[config.mk]
export PLATFORM = sky130hd
export DESIGN_NAME = alu_nibble_seq
export DESIGN_NICKNAME = d
export VERILOG_FILES = /design/src/rtl/alu_seq_pkg.sv /design/src/rtl/alu_nibble_seq.sv
export SDC_FILE = /design/constraint.sdc
export NUM_CORES = 1
export LEC_CHECK = 0
export BUFFER_PORTS_ARGS = -buffer_cell sky130_fd_sc_hd__buf_2
export CAP_MARGIN = 15
export CORE_UTILIZATION = 50
export CTS_BUF_LIST = sky130_fd_sc_hd__clkbuf_2
export DETAILED_ROUTE_END_ITERATION = 16
export PLACE_DENSITY = 0.88
export SYNTH_ARGS = -nofsm -noshare
export SYNTH_HDL_FRONTEND = slang
export SYNTH_SLANG_ARGS = --single-unit
[constraint.sdc]
create_clock -name clk -period 2.5 [get_ports clk]
set_input_delay 0.375 -clock clk [delete_from_list [all_inputs] [get_ports clk]]
set_output_delay 0.375 -clock clk [all_outputs]
set_load 0.01 [all_outputs]
[src/rtl/alu_seq_pkg.sv]
// Shared definitions for the nibble-serial ALU sequencer: slice opcodes,
// sequencer states and the per-nibble carry helper.
package alu_seq_pkg;

  // Slice function select, encoded exactly as the 74381 S inputs
  localparam logic [2:0] OP_CLEAR  = 3'b000;
  localparam logic [2:0] OP_BMA    = 3'b001;
  localparam logic [2:0] OP_AMB    = 3'b010;
  localparam logic [2:0] OP_ADD    = 3'b011;
  localparam logic [2:0] OP_XOR    = 3'b100;
  localparam logic [2:0] OP_OR     = 3'b101;
  localparam logic [2:0] OP_AND    = 3'b110;
  localparam logic [2:0] OP_PRESET = 3'b111;

  typedef enum logic [1:0] {
    IDLE = 2'd0,
    RUN  = 2'd1,
    DONE = 2'd2
  } state_t;

  // Ops whose carry ripples between nibbles
  function automatic logic is_arith(input logic [2:0] op);
    return (op == OP_BMA) || (op == OP_AMB) || (op == OP_ADD);
  endfunction

  // Carry out of one slice from its active-low group P/G and carry in
  function automatic logic nib_carry(input logic p_n, input logic g_n, input logic cn);
    return (~g_n) | ((~p_n) & cn);
  endfunction

endpackage

[src/rtl/alu_nibble_seq.sv]
// Nibble-serial sequencer around one external 4-bit 74381-style ALU slice.
// Latches a WIDTH-bit operation, walks the slice LSB nibble first, ripples
// the carry from the slice P/G outputs and assembles the result.
// Optional build macro ALU_SEQ_OVF_EN adds a signed-overflow output (ovf).
module alu_nibble_seq
  import alu_seq_pkg::*;
#(
  parameter int unsigned WIDTH = 16
) (
  input  logic             clk,
  input  logic             rst,
  input  logic             start,
  input  logic [2:0]       op,
  input  logic [WIDTH-1:0] a,
  input  logic [WIDTH-1:0] b,
  input  logic             cin,
  output logic             busy,
  output logic             done,
  output logic [WIDTH-1:0] result,
  output logic             cout,
  output logic             zero,
  output logic [3:0]       slice_a,
  output logic [3:0]       slice_b,
  output logic [2:0]       slice_s,
  output logic             slice_cn,
  input  logic [3:0]       slice_f,
  input  logic             slice_p,
  input  logic             slice_g
`ifdef ALU_SEQ_OVF_EN
  ,
  output logic             ovf
`endif
);

  localparam int unsigned NIB  = WIDTH / 4;
  localparam int unsigned IDXW = $clog2(NIB);
  localparam int unsigned BITW = $clog2(WIDTH);

  state_t           state, state_nxt;
  logic [WIDTH-1:0] a_q, b_q;
  logic [2:0]       op_q;
  logic [IDXW-1:0]  idx;
  logic             carry;

  logic [BITW-1:0]  bit_base;
  logic             last;
  logic             carry_nxt;
  logic [WIDTH-1:0] res_fin;

  // Slice inputs come only from latched registers
  always_comb begin
    bit_base = BITW'({idx, 2'b00});
    slice_a  = a_q[bit_base +: 4];
    slice_b  = b_q[bit_base +: 4];
    slice_s  = op_q;
    slice_cn = carry;
  end

  // Per-step carry and the final assembled word
  always_comb begin
    last      = (idx == IDXW'(NIB - 1));
    carry_nxt = is_arith(op_q) ? nib_carry(slice_p, slice_g, slice_cn) : 1'b0;
    res_fin   = result;
    res_fin[bit_base +: 4] = slice_f;
  end

`ifdef ALU_SEQ_OVF_EN
  logic ae_msb, be_msb, ovf_nxt;

  // Signed overflow on the effective operands seen by the adder
  always_comb begin
    ae_msb = a_q[WIDTH-1];
    be_msb = b_q[WIDTH-1];
    case (op_q)
      OP_BMA:  ae_msb = ~a_q[WIDTH-1];
      OP_AMB:  be_msb = ~b_q[WIDTH-1];
      default: ;
    endcase
    ovf_nxt = is_arith(op_q) & (ae_msb == be_msb) & (res_fin[WIDTH-1] != ae_msb);
  end
`endif

  // State register
  always_ff @(posedge clk) begin
    if (rst) state <= IDLE;
    else     state <= state_nxt;
  end

  // Next-state logic
  always_comb begin
    state_nxt = state;
    case (state)
      IDLE:    if (start) state_nxt = RUN;
      RUN:     if (last)  state_nxt = DONE;
      DONE:    state_nxt = IDLE;
      default: state_nxt = IDLE;
    endcase
  end

  // Operand latch, nibble capture, carry ripple and status outputs
  always_ff @(posedge clk) begin
    if (rst) begin
      a_q    <= '0;
      b_q    <= '0;
      op_q   <= OP_CLEAR;
      idx    <= '0;
      carry  <= 1'b0;
      result <= '0;
      cout   <= 1'b0;
      zero   <= 1'b0;
      done   <= 1'b0;
      busy   <= 1'b0;
`ifdef ALU_SEQ_OVF_EN
      ovf    <= 1'b0;
`endif
    end else begin
      done <= 1'b0;
      case (state)
        IDLE: begin
          if (start) begin
            a_q   <= a;
            b_q   <= b;
            op_q  <= op;
            idx   <= '0;
            carry <= cin;
            busy  <= 1'b1;
          end
        end
        RUN: begin
          result[bit_base +: 4] <= slice_f;
          carry <= carry_nxt;
          if (last) begin
            cout <= carry_nxt;
            zero <= (res_fin == '0);
            done <= 1'b1;
`ifdef ALU_SEQ_OVF_EN
            ovf  <= ovf_nxt;
`endif
          end else begin
            idx <= idx + IDXW'(1);
          end
        end
        DONE: busy <= 1'b0;
        default: busy <= 1'b0;
      endcase
    end
  end

endmodule

==> flow_summary.ini <==
[critical_path]
cp-startpoint = idx[0]
end_kind = output port
cp_max_fo = 19
cp.required_ns = 2.12
crit_buf_inv = 2
crit_family = multiplexers
crit_type = reg -> out
r2r-start = idx[0]
crit_arrival_ns = 1.87
slowest_stage = mux4_2
critPathMaxStageDelay_ns = 0.55
start_kind = flip-flop
path_cells = buf_4 -> mux4_2 -> buf_2

[placed_design]
place_inst = 437
dp_hpwl_mm = 4.37
pre_cts_ws_ns = 0.588
io_buffer_count = 76
gp_congestion = 0.923

[finish]
area_growth_pct = 19.6
instances_no_fill = 453
multi_input_comb_area_um2 = 1350
mostFrequentLayoutCells = nand2_1 (81), buf_2 (76), dfxtp_1 (60)
antenna-diode-count = 0
fin_nets = 429
fillers = 463
final_common_cell = nand2_1
drive_gt1_share_pct = 29.0
final-seq-area_um2 = 1200

[power]
p_per_area_nw_per_um2 = 609
irDropWorstVdd_v = 0.000436
power.leakage_nw = 1.37

[die]
rows = 26
die_area_um2 = 5630
io_pins = 77
core_area_um2 = 5110
initial_utilization_pct = 52.2
die_h_um = 75.0
dieWidth_um = 75.0

[hold_path]
min-delay-start = b[1]
hold_class = in -> reg

[detailed_routing]
vias = 2405
drt_iter0_markers = 93
drc = 0
wire_per_inst_um = 13.9
wl_mm = 6.28
firstDrtPassIters = 4
avgViaCountPerCell = 5.31
ant_nets = 0

[global_route]
grt_pass1_vias = 2009
antenna_found_initial = 0
grt_pass1_wl_mm = 9.45
grtUsageTotal_pct = 22.7
grt-ovfl-total = 0
grt_max_degree = 60

[timing]
fmax_ghz = 0.446
max_slew.worst_pin.slew_ns = 1.13
hold_violations = 0
post-route-period-util_pct = 89.7
fin_tns_setup_ns = 0
rsz0062_at_grt = no
max_slew_margin_pct = 24.6
maxSlewViolCount = 0
min_period_ns = 2.24
setup_viol = 0
setup_slack_ns = 0.257
clock_skew_ns = 0.0330

[clock_tree]
tritoncts = yes
cts_buffer_depth = 2
ctsResizeCount = 0
cts_root_buf = clkbuf_2
post_cts_buffers = 0
clk-insertion-delay-late_ns = 0.51
cts_sinks = 60
htree_levels = 3
path_clk_slew_ns = 0.21
holdBufCountCts = 0
numCtsBuffers = 9

[outcome]
status = completed

[synth]
syn_avg_cell_area_um2 = 8.68
syn-num-nets = 358
synthesis.area_um2 = 2670
synthArstFlopShare_pct = 0
yosys_warnings = 0
synthCells = 307
ys_seq_area_share_pct = 45.1
synth-seq-cells = 60
synth_edf_count = 0
ys.flop_type = dfxtp_1
ys_types = 44

[flow_run]
cap_violations = 0
## per-stage QoR
| step | util (%) | total power (W) | instance area [um2] | hold slack [ns] |
|---|---|---|---|---|
| finish | 62.4 | 0.00194 | 3190 | 0.0713 |
| global route | 62.4 | 0.00204 | 3190 | 0.0285 |
| CTS | 62.4 | 0.00195 | 3190 | 0.0464 |
| detailed placement | 60.0 | 0.00133 | 3070 | 0.445 |
| global placement | 60.0 | 0.00133 | 3070 | 0.439 |
| floorplan | - | 0.00124 | 2670 | 0.431 |
## synthesized netlist by cell type (2+ instances only)
cell type | count | area share, %
nor3b_2 | 2 | 0.94
nand4b_1 | 2 | 0.66
dfxtp_1 | 60 | 45
nand2b_1 | 5 | 1.2
clkbuf_1 | 9 | 1.3
nor2_1 | 29 | 4.1
nor2b_1 | 2 | 0.47
ha_1 | 6 | 2.8
nor4_1 | 2 | 0.47
or3b_1 | 3 | 0.99
mux4_2 | 8 | 6.8
a21oi_1 | 39 | 7.3
inv_1 | 4 | 0.56
a22oi_1 | 13 | 3.7
o22ai_1 | 2 | 0.47
nor3b_1 | 2 | 0.56
nand2_1 | 81 | 11
a211oi_1 | 3 | 0.85
buf_2 | 8 | 1.5
nand3b_1 | 2 | 0.56
mux2i_1 | 2 | 0.75
## layout make-up
class                   count  area share (%)
clock buffers               9            1.41
clock inverters             7            2.39
inverters                   5           0.589
multi-input cells         222            42.3
flip-flops and latches     60            37.7
well taps                  70            2.75
repair buffers             80            12.9
## registers in the layout (all words and copies together), names as in the netlist
signal / cells
zero: 1
state: 2
busy: 1
slice_cn: 1
cout: 1
b_q: 16
slice_s: 3
done: 1
idx: 2
result: 16
a_q: 16
## final timing paths
check             cells after the start         end  slack (ns)
hold reg to reg                       2      b_q[8]        0.47
hold / removal                        3      b_q[1]        0.07
setup reg to reg                      6        zero        0.56
setup / recovery                      3  slice_a[2]        0.26
## metal layers
layer  wire length [um]  track usage (%)  vias to the layer above  part of all wire [%]
li1                   -                -                     1216                     -
met1               2930             30.3                     1106                    47
met2               2920             34.2                       71                    46
met3                273             6.83                       12                   4.3
met4                157             9.85                        0                   2.5
met5                  0                0                        -                     0
## tightest hold or removal path, cell delays in order
cell,delay [ns]
buf_2,0.09
nand2_1,0.04
a21oi_1,0.05
## kinds of logic (layout without fill, tap and decap cells)
logic type	count (synthesis)	count (layout)	synth area share [%]
and+or+nand+nor	139	139	24.1
adders and majority gates	6	6	2.82
DFF	60	60	45.1
AOI/OAI and AO/OA	67	67	15.9
muxes	10	10	7.51
buffers and inverters	25	101	4.55
## report_power, final
part           internal (W)  total [W]  switching, W
sequential          0.00100    0.00103     0.0000288
combinational      0.000121   0.000285      0.000164
clock              0.000235   0.000624      0.000389
total               0.00136    0.00194      0.000582
Power figures use the tool's default switching activity.
